<file path="config.mk">
export PLATFORM = sky130hd
export DESIGN_NAME = seq_div
export DESIGN_NICKNAME = d
export VERILOG_FILES = /design/src/rtl/seq_div_pkg.sv /design/src/rtl/seq_div_step.sv /design/src/rtl/seq_div.sv
export SDC_FILE = /design/constraint.sdc
export NUM_CORES = 1
export LEC_CHECK = 0
export ABC_AREA = 1
export CORE_ASPECT_RATIO = 1.25
export CORE_UTILIZATION = 47
export CTS_CLUSTER_DIAMETER = 200
export CTS_CLUSTER_SIZE = 40
export DETAILED_ROUTE_END_ITERATION = 12
export DONT_BUFFER_PORTS = 1
export PLACE_DENSITY = 0.73
export SLEW_MARGIN = 20
export SYNTH_ARGS = -nofsm -noshare
export SYNTH_HDL_FRONTEND = slang
export SYNTH_SLANG_ARGS = --single-unit
export TNS_END_PERCENT = 50
</file>
<file path="constraint.sdc">
create_clock -name clk -period 2.4 [get_ports clk]
set_clock_uncertainty 0.05 [all_clocks]
set_input_delay 0.36 -clock clk [delete_from_list [all_inputs] [get_ports clk]]
set_output_delay 0.36 -clock clk [all_outputs]
set_load 0.1 [all_outputs]
</file>
<file path="src/rtl/seq_div_pkg.sv">
// seq_div_pkg: shared state encoding and sizing helper for the iterative divider.
package seq_div_pkg;

  typedef logic [1:0] state_t;

  localparam state_t IDLE = 2'd0;
  localparam state_t CALC = 2'd1;
  localparam state_t DONE = 2'd2;

  // Bits needed to hold a step count of 0..v-1 (never less than one bit).
  function automatic int clog2(input int v);
    int r;
    r = 0;
    while ((1 << r) < v) r++;
    return (r < 1) ? 1 : r;
  endfunction

endpackage

</file>
<file path="src/rtl/seq_div_step.sv">
// div_step: one combinational restoring-division step.
// Shifts the next dividend bit into the partial remainder, trial-subtracts the
// divisor and keeps the difference when it is non-negative.
module div_step #(
  parameter int W = 32
) (
  input  logic [W:0]   pr_in,
  input  logic [W-1:0] dvs,
  input  logic         din,
  output logic [W:0]   pr_out,
  output logic         qbit
);

  logic [W+1:0] shifted;
  logic [W+1:0] trial;

  // Trial subtract one bit wider than the remainder so its sign is visible.
  always_comb begin
    shifted = {pr_in, din};
    trial   = shifted - {2'b00, dvs};
    qbit    = ~trial[W+1];
    pr_out  = qbit ? trial[W:0] : shifted[W:0];
  end

endmodule

</file>
<file path="src/rtl/seq_div.sv">
// seq_div: multi-cycle restoring divider, one quotient bit per clock.
// Start/done handshake; DATAWIDTH+1 edges from accepted start to done,
// divide-by-zero reports done two edges after start with dz set.
// Optional SEQ_DIV_SIGNED_EN: two's complement operands, quotient truncated
// toward zero, remainder takes the dividend's sign.
module seq_div
  import seq_div_pkg::*;
#(
  parameter int DATAWIDTH = 32
) (
  input  logic                 clk,
  input  logic                 rst,
  input  logic                 start,
  input  logic [DATAWIDTH-1:0] a,
  input  logic [DATAWIDTH-1:0] b,
  output logic [DATAWIDTH-1:0] quot,
  output logic [DATAWIDTH-1:0] rem,
  output logic                 busy,
  output logic                 done,
  output logic                 dz
);

  localparam int W  = DATAWIDTH;
  localparam int CW = clog2(DATAWIDTH);

  state_t        state;
  logic [CW-1:0] cnt;
  logic          steps_done;  // all W steps taken, next edge publishes result
  logic          zpend;       // divide-by-zero result still being published
  logic [W:0]    pr;          // partial remainder, one spare bit
  logic [W-1:0]  dvd;         // dividend shift register (MSB first)
  logic [W-1:0]  qr;          // quotient shift register
  logic [W-1:0]  dvs;         // latched divisor magnitude

  logic [W:0]    pr_nxt;
  logic          qbit;
  logic          accept;
  logic          b_zero;
  logic [W-1:0]  a_mag;
  logic [W-1:0]  b_mag;
  logic [W-1:0]  q_fin;
  logic [W-1:0]  r_fin;

`ifdef SEQ_DIV_SIGNED_EN
  logic neg_q;
  logic neg_r;
`endif

  div_step #(.W(W)) u_step (
    .pr_in  (pr),
    .dvs    (dvs),
    .din    (dvd[W-1]),
    .pr_out (pr_nxt),
    .qbit   (qbit)
  );

  // Start is only honoured once a previous result (if any) is on the outputs.
  always_comb begin
    accept = start && ((state == IDLE) || ((state == DONE) && done));
    b_zero = (b == '0);
  end

  // Operand magnitudes and final sign fix-up of the unsigned result.
  always_comb begin
`ifdef SEQ_DIV_SIGNED_EN
    a_mag = a[W-1] ? (~a + 1'b1) : a;
    b_mag = b[W-1] ? (~b + 1'b1) : b;
    q_fin = neg_q ? (~qr + 1'b1) : qr;
    r_fin = neg_r ? (~pr[W-1:0] + 1'b1) : pr[W-1:0];
`else
    a_mag = a;
    b_mag = b;
    q_fin = qr;
    r_fin = pr[W-1:0];
`endif
  end

  // FSM, step counter, datapath shift registers and output registers.
  always_ff @(posedge clk) begin
    if (rst) begin
      state      <= IDLE;
      cnt        <= '0;
      steps_done <= 1'b0;
      zpend      <= 1'b0;
      pr         <= '0;
      dvd        <= '0;
      qr         <= '0;
      dvs        <= '0;
      quot       <= '0;
      rem        <= '0;
      busy       <= 1'b0;
      done       <= 1'b0;
      dz         <= 1'b0;
`ifdef SEQ_DIV_SIGNED_EN
      neg_q      <= 1'b0;
      neg_r      <= 1'b0;
`endif
    end else if (accept) begin
      done       <= 1'b0;
      dz         <= 1'b0;
      busy       <= 1'b1;
      pr         <= '0;
      qr         <= '0;
      dvs        <= b_mag;
      cnt        <= CW'(W - 1);
      steps_done <= 1'b0;
`ifdef SEQ_DIV_SIGNED_EN
      neg_q      <= a[W-1] ^ b[W-1];
      neg_r      <= a[W-1];
`endif
      if (b_zero) begin
        // Raw dividend is kept so it can be returned as the remainder.
        dvd   <= a;
        zpend <= 1'b1;
        state <= DONE;
      end else begin
        dvd   <= a_mag;
        zpend <= 1'b0;
        state <= CALC;
      end
    end else begin
      case (state)
        CALC: begin
          if (!steps_done) begin
            pr  <= pr_nxt;
            qr  <= {qr[W-2:0], qbit};
            dvd <= {dvd[W-2:0], 1'b0};
            if (cnt == '0) steps_done <= 1'b1;
            else           cnt        <= cnt - 1'b1;
          end else begin
            state <= DONE;
            busy  <= 1'b0;
            done  <= 1'b1;
            quot  <= q_fin;
            rem   <= r_fin;
          end
        end
        DONE: begin
          // Divide-by-zero: one busy cycle, then one setup cycle, then done.
          if (zpend) begin
            if (busy) begin
              busy <= 1'b0;
            end else begin
              done  <= 1'b1;
              dz    <= 1'b1;
              quot  <= '1;
              rem   <= dvd;
              zpend <= 1'b0;
            end
          end
        end
        default: ;
      endcase
    end
  end

endmodule

</file>
Word level (Yosys, flattened, before mapping)

Cells that the tools add are included.

Add/subtract/negate cells: 2
Multipliers: 0
Div/mod/pow operators: 0
Order comparisons: 0
Eq/ne operators: 9
Shifts and indexed selects: 0
Muxes and demuxes: 35
Bitwise operators: 4
Reduce and logical (&&, ||, !) cells: 20

Operator list:

| cell                                                                  | count |
|---|---|
| 32-bit two-way mux                                                    | 9 |
| 32-bit case mux with 2 select lines                                   | 2 |
| 34-bit by 32-bit subtractor with 34-bit output                        | 1 |
| 33-bit two-way mux                                                    | 1 |
| 32-bit zero test                                                      | 1 |
| 5-bit two-way mux                                                     | 4 |
| 1-bit two-way mux                                                     | 13 |
| 3-bit AND reduction                                                   | 3 |
| 2-bit two-way mux                                                     | 4 |
| 2-bit != test, second input constant                                  | 4 |
| 2-bit nonzero test                                                    | 4 |
| 3-bit != test, second input constant                                  | 2 |
| 2-bit AND reduction                                                   | 3 |
| 5-bit zero test                                                       | 1 |
| 5-bit AND reduction                                                   | 1 |
| 5-bit by 1-bit subtractor with 5-bit output, second input constant    | 1 |
| 1-bit NOT                                                             | 4 |
| 1-bit case mux with 2 select lines                                    | 2 |
| 4-bit AND reduction                                                   | 1 |
| 3-bit nonzero test                                                    | 1 |
| 2-bit by 1-bit equality test with 1-bit output, second input constant | 1 |
| 2-bit equality test, second input constant                            | 1 |
| 1-bit logical AND                                                     | 2 |
| 2-bit zero test                                                       | 1 |
| other kinds (3)                                                       | 3 |

Bits in registers: 205
Bits in latches: 0
Bits in writable memories: 0
ROM bits: 0
Input bits: 67
Output and inout port bits: 67
Logic and storage cells: 83
Memories: 0

Logic depth before layout (Yosys ltp)

Gate-level depths: netlist of run 1.

Word-level depth: 6
Gate-level depth with buffers: 18
Depth with buffers taken out: 18

Hierarchy

A second synthesis of run 1 with hierarchy kept.

Cell total of the unflattened synthesis: 1,853
Area, all modules: 12,021.5 um^2

By module, submodules not included:

| module   | times used | cells each | area an instance (um^2) | seq. area each (um^2) |
|---|---|---|---|---|
| seq_div  | 1          | 1,141      | 8,476.9                 | 4,103.9 |
| div_step | 1          | 712        | 3,544.6                 | 0.0 |

Worst setup path before layout of run 1

OpenSTA, ideal clock, no wires.

Kind: flip-flop to flip-flop
Start point: register done
End point: register pr[11]
Setup time: 138 ps
Arrival time: 2,050 ps
Required time: 2,212 ps
Setup slack: 161 ps
Cell stages (with the launch flop): 9
Buffers on the path: 2
Period minus slack after synthesis: 2,239 ps
Cell sequence: dfxtp_1 -> a21o_1 -> nand2_2 -> clkinv_1 -> nor2_2 -> inv_1 -> buf_2 -> clkbuf_1 -> a21oi_1

Longest elaborated chain between the ends: 4

RTL lines:

| element                             | line           | source |
|---|---|---|
| start, declared                     | seq_div.sv:19  | `output logic done,` |
| start signal, assigned              | seq_div.sv:92  | `done <= 1'b0;` |
| start signal, assigned              | seq_div.sv:99  | `done <= 1'b0;` |
| start signal, assigned              | seq_div.sv:133 | `done <= 1'b1;` |
| 1-bit logical AND                   | seq_div.sv:59  | `accept = start && ((state == IDLE) \|\| ((state == DONE) && done));` |
| 1-bit logical OR                    | seq_div.sv:59  |  |
| 1-bit logical AND                   | seq_div.sv:59  |  |
| 2-bit OR reduction (no source line) | n/a            |  |
| end signal, assigned                | seq_div.sv:125 | `pr <= pr_nxt;` |
| end, declared                       | seq_div.sv:30  | `logic [W:0] pr;` |

No other way between the ends.
A chain may end at the register's enable or synchronous reset.

Worst setup path in the final report of run 1

Start point: register pr[21]
End point: register pr[13]

Longest elaborated chain between the ends: 2

RTL lines:

| element                                        | line               | source |
|---|---|---|
| 34-bit by 32-bit subtractor with 34-bit output | seq_div_step.sv:20 | `trial = shifted - {2'b00, dvs};` |
| 33-bit two-way mux                             | seq_div_step.sv:22 | `pr_out = qbit ? trial[W:0] : shifted[W:0];` |

No other way between the ends.

==> out/metrics.csv, run 1 <==
metric;value;unit
status;finished clean;
die height;174;um
maxcap violations;0;
routed via count;11435;
final setup fails;0;
largest net degree at the start of global routing;99;
CTS tree;done;
DIE AREA;24400;um^2
dpl hpwl;24900;um
post-synth net total;1802;
1st-iter DRT viols;780;
mux share of post-synthesis cell area;0;%
#FFs+latches synth;205;
Placed Cells;2065;
Cells after Synth;1697;
Routed Antenna Nets;0;
Synth Area in Adders;4.33;%
layout cells sized above 1;19.0;%
Crit Path Class;reg2reg;
Clock Latency Late Sink;500;ps
Yosys top cell area share;36.8;%
global-route total usage across every layer;27.2;%
commonest non-fill, non-tap cell in the layout;nand2_1;
total I/O pin count;134;
Synth Area in Compound Gates;16.2;%
Post-Syn Area;11200;um^2
Layout area overhead;23.0;%
Synth Area in XOR/XNOR;1.18;%
Final period util;99.8;%
Sink Count;205;
yosys warns;0;
final hold violations;0;
final WL;35000;um
Clock Pin Slew Worst Setup and Hold Paths;140;ps
drt wl/cell;16.5;um
initial core utilization;48.3;%
fin crit period;2390;ps
global-route wire length before repair;53200;um
RD Place Congestion;0.932;
Port Buffers;0;
CTS buffer count;9;
maximum clock rate;418;MHz
drt drc;0;
Max transition margin;43.9;%
CTS max path bufs;3;
Core Rows;62;
Die X;140;um
Setup crit start kind;flop;
H-tree levels;1;
Arr. time, crit path;2780;ps
RSZ-0062 raised after global routing;true;
count of cell types in the netlist;43;
Synth area leader;dfxtp_1;
Slew Viols, Final;0;
Core Util, Final;59.4;%
PD cells;727;nW/um^2
Pre-antenna DRT Iters;6;
TNS Setup;0;ps
Nets;1940;
Synth area leaders;dfxtp_1, nand2_1, inv_1;
CTS Root Cell;clkbuf_16;
crit-path max FO;10;
total gr overflow;0;
commonest cells after routing, fill and taps aside;nand2_1, inv_1, dfxtp_1;
Synth Area in Simple Gates;30.6;%
Avg Inst Size Synth;6.58;um^2
crit end category;flop;
maximum vdd drop;0.827;mV
Post-Layout Cell Count;2123;
initial antenna violation count;0;
min-delay worst type;in2reg;
post-synthesis sequential area ratio;36.8;%
fill count;2172;
worst slew pin tran;839;ps
total core area;23100;um^2
largest family of logic cells by synthesized area;simple AND/OR/NAND/NOR gates;
Tot Pwr;9.98;mW
vias in the first global route;10473;
number of vias per cell;5.39;
leakage;6.19;nW
critical path required time;2780;ps
==> logic make-up after synthesis <==
| family | Yosys count |
|---|---|
| DFF | 205 |
| xor gates and xnor gates | 15 |
| AOI/OAI and AO/OA | 331 |
| and+or+nand+nor | 800 |
| buffers and inverters | 308 |
| adders and majority gates | 38 |
==> registers in the layout (all words and copies together), names as in the netlist <==
| signal | flops |
|---|---|
| busy | 1 |
| cnt | 5 |
| done | 1 |
| dvd | 32 |
| dvs | 32 |
| dz | 1 |
| pr | 33 |
| q_fin | 32 |
| quot | 32 |
| rem | 32 |
| state | 2 |
| steps_done | 1 |
| zpend | 1 |
==> where the power goes <==
group          total, mW  switching [mW]  internal (mW)
sequential          3.91           0.151           3.75
clock               1.83            1.12          0.709
combinational       4.24            3.11           1.13
total               9.98            4.39           5.59
==> worst paths after layout <==
| check | startpoint | endpoint | slack, ps | cells past startpoint |
|---|---|---|---|---|
| max reg2reg | pr[21]$_SDFFE_PP0P_ | pr[13]$_SDFFE_PP0P_ | 5 | 13 |
| min | b[5] | dvs[5]$_SDFFE_PP0P_ | 10 | 2 |
| max | pr[21]$_SDFFE_PP0P_ | pr[13]$_SDFFE_PP0P_ | 5 | 13 |
| min reg2reg | q_fin[28]$_SDFFE_PP0P_ | q_fin[29]$_SDFFE_PP0P_ | 390 | 2 |
==> Yosys cell counts, drive strengths merged <==
master / n
clkinv: 4
o21bai: 5
xor2: 11
ha: 37
nand4: 12
a21o: 1
and3b: 1
inv: 219
o21ai: 125
and2: 1
nand3: 109
a211oi: 2
clkbuf: 65
nor2: 95
xnor2: 4
nor4: 8
nor3b: 1
nand2: 527
nor3: 39
or2: 2
a31oi: 64
nand3b: 4
and3: 1
o21a: 2
buf: 20
fa: 1
dfxtp: 205
a21oi: 132
==> per-stage QoR <==
stage          instance area, um^2  setup slack, ps  hold slack (ps)
3_3_place_gp                 12400             13.3              383
6_report                     13700             5.29             13.5
4_1_cts                      13100             12.7             9.83
3_5_place_dp                 12400            -16.5              384
2_1_floorplan                11200              161              383
5_1_grt                      13700            -74.8             13.0
==> routing by layer <==
metal,part of all wire (%),vias to the layer above,GRT usage [%],wire [um]
met4,4.5,0,11.4,1580
li1,-,5729,-,-
met5,0,-,0,0
met2,50,387,49.5,17400
met1,40,5233,32.3,14100
met3,5.3,86,2.92,1870
==> cell type report <==
class                           count  area (um^2)  share of cell area [%]
Timing Repair Buffer              211         1800                    13.1
Sequential cell                   205         4130                    30.1
Inverter                          223          837                    6.10
Tap cell                          288          360                    2.62
Clock buffer                        9          225                    1.64
Clock inverter                      1         30.0                   0.219
Multi-Input combinational cell   1185         6350                    46.2
Antenna cell                        1         2.50                  0.0182
==> critical path, stage by stage, from the launching register on <==
cell and delay [ps]:
dfxtp_1 480, ha_4 250, nand2_1 80, nand2_1 80, nand3_1 100, nand2_2 90
a21oi_4 130, nor2_2 60, nor2_4 160, nand3_4 240, clkbuf_16 260, nand3_1 120
nand3_2 90, a21oi_2 120
==> what timing repair did <==
item / CTS / global route
resized for setup: 7 / 119
endpoints found under the hold margin: 41 / 0
cloned: 0 / 5
hold buffers: 32 / 0
endpoints found under the setup margin: 19 / 34
pin swaps: 0 / 16
setup buffers: 0 / 10
Note: power is estimated with default switching activity, not from simulation.
==> inputs of run 2 (changes only) <==
--- a/config.mk
+++ b/config.mk
@@ -8,11 +8,10 @@
 export ABC_AREA = 1
 export CORE_ASPECT_RATIO = 1.25
 export CORE_UTILIZATION = 47
-export CTS_CLUSTER_DIAMETER = 200
+export CTS_CLUSTER_DIAMETER = 40
 export CTS_CLUSTER_SIZE = 40
 export DETAILED_ROUTE_END_ITERATION = 12
 export DONT_BUFFER_PORTS = 1
-export PLACE_DENSITY = 0.73
 export SLEW_MARGIN = 20
 export SYNTH_ARGS = -nofsm -noshare
 export SYNTH_HDL_FRONTEND = slang
==> constraint.sdc (replaced) <==
create_clock -name clk -period 2.4 [get_ports clk]
set_clock_uncertainty 0.05 [all_clocks]
set_input_delay 0.36 -clock clk [delete_from_list [all_inputs] [get_ports clk]]
set_output_delay 0.36 -clock clk [all_outputs]
set_load 0.05 [all_outputs]
==> out/metrics.csv, run 2 (synthesis results as in run 1) <==
metric;value;unit;change
Setup crit start;pr[18]$_SDFFE_PP0P_;;
Pre-antenna DRT Iters;6;;unchanged
Post-Place Worst Slack;21.1;ps;+37.6 ps
initial core utilization;48.3;%;unchanged
leakage;6.09;nW;-1.7%
maximum clock rate;442;MHz;+5.9%
Port Buffers;0;;unchanged
Clock Latency Late Sink;530;ps;+30 ps
Crit Path Class;reg2reg;;
global-route total usage across every layer;27.4;%;+0.16 points
initial antenna violation count;1;;+1
met1 global-route usage;34.6;%;+2.3 points
Max transition margin;49.0;%;+5.0 points
maxcap violations;0;;unchanged
drt drc;0;;unchanged
commonest non-fill, non-tap cell in the layout;nand2_1;;
H-tree levels;1;;unchanged
DIE AREA;24400;um^2;unchanged
Setup WS post-layout;139;ps;+133 ps
drt wl/cell;16.0;um;-3.0%
dpl cell area;11900;um^2;-4.0%
GRT Max-Usage Layer;met2;;
1st-iter DRT viols;619;;-21%
Core Util, Final;58.6;%;-0.76 points
Setup crit start kind;flop;;
Arr. time, crit path;2600;ps;-180 ps
routed via count;10931;;-4.4%
Sink Count;205;;unchanged
Worst R2R Setup Slack;140;ps;+130 ps
PD cells;809;nW/um^2;+11%
HP Start;b[13];;
crit end category;flop;;
status;finished clean;;
maximum vdd drop;0.679;mV;-18%
CTS max path bufs;3;;unchanged
Layout area overhead;21.5;%;
worst slew pin tran;763;ps;-75.5 ps
Tot Pwr;11.0;mW;+9.9%
fill count;2281;;+5.0%
dpl hpwl;24600;um;-1.4%
Die X;140;um;unchanged
r2r startpoint;pr[18]$_SDFFE_PP0P_;;
total gr overflow;0;;unchanged
GR met3 Demand/Resource;4.44;%;+1.5 points
CTS buffer count;26;;+17
RD Place Congestion;0.961;;+3.1%
Slew Viols, Final;0;;unchanged
Largest Register;pr;;
commonest cells after routing, fill and taps aside;nand2_1, inv_1, dfxtp_1;;
CP max-delay cell;dfxtp_1;;
Final period util;94.2;%;-5.6 points
Clock Pin Slew Worst Setup and Hold Paths;60;ps;-80 ps
final hold slack;9.87;ps;-3.63 ps
vias in the first global route;10677;;+1.9%
final hold violations;0;;unchanged
critical path required time;2740;ps;-40 ps
CTS Root Cell;clkbuf_16;;
diode count;0;;-1
Routed Antenna Nets;0;;unchanged
crit-path max FO;21;;+11
layout cells sized above 1;13.6;%;-5.5 points
min-delay worst type;in2reg;;
global-route wire length before repair;54100;um;+1.8%
max FFs per register;33;;unchanged
grt met2 use;47.7;%;-1.8 points
total I/O pin count;134;;unchanged
final setup fails;0;;unchanged
total core area;23100;um^2;unchanged
die height;174;um;unchanged
CP Cell Sequence;ha_1 -> nand2_2 -> inv_1 -> nand2_1 -> nand2_1 -> a21oi_2 -> nor2_2 -> nor2_4 -> nand2_4 -> nand2_8 -> buf_12 -> nand3_1 -> nand3_1 -> a21oi_1;;
Final Cell Area;13600;um^2;-1.3%
CTS tree;done;;
Core Rows;62;;unchanged
largest net degree at the start of global routing;75;;-24%
fin crit period;2260;ps;-133 ps
number of vias per cell;5.24;;-2.8%
final WL;33400;um;-4.6%
Nets;1885;;-2.8%
max incr delay on CP;420;ps;-60 ps
[run 2: layout make-up]
cell class                 count  area [um^2]  share of cell area (%)
multi-input combinational   1184         6070                    44.8
tap                          288          360                    2.66
clock inverter                19          198                    1.46
clock buffer                  29          693                    5.11
inverter                     223          837                    6.18
sequential                   205         4120                    30.4
timing repair buffer         140         1280                    9.43
[run 2: critical path: cells and delay by family, from the launching register on]
family          cells  cell delay [ps]
flops               1              420
buf+inv             2              200
fa+ha+maj           1              280
simple gates        9              900
compound gates      2              260
[run 2: routing by layer]
layer	part of all wire, %	up-vias	wire length (um)
met3	5.2	54	1730
li1	-	5658	-
met2	49	246	16200
met1	44	4971	14600
met5	0.039	-	13
met4	2.3	2	781
[run 2: worst paths after layout]
path / to / cells after the start
setup / recovery: pr[18]$_SDFFE_PP0P_ / 14
setup reg to reg: pr[18]$_SDFFE_PP0P_ / 14
hold reg to reg: dvs[12]$_SDFFE_PP0P_ / 2
hold / removal: dvs[13]$_SDFFE_PP0P_ / 2
[run 2: through the flow]
| step | instances | setup TNS [ps] |
|---|---|---|
| global placement | 1990 | 0 |
| floorplan | 1697 | 0 |
| finish | 2088 | 0 |
| global route | 2088 | -4.81 |
| CTS | 2084 | 0 |
| detailed placement | 1990 | 0 |
[run 2: timing repair]
| action | in CTS | in global routing |
|---|---|---|
| resized for setup | 0 | 54 |
| hold buffers | 46 | 0 |
| endpoints found under the setup margin | 0 | 34 |
| hold endpoints to repair | 53 | 0 |
| buffers inserted | 0 | 4 |
[run 2: power by group]
part / internal, mW / switching, mW
sequential: 3.76 / 0.894
clock: 2.28 / 1.68
combinational: 0.833 / 1.52
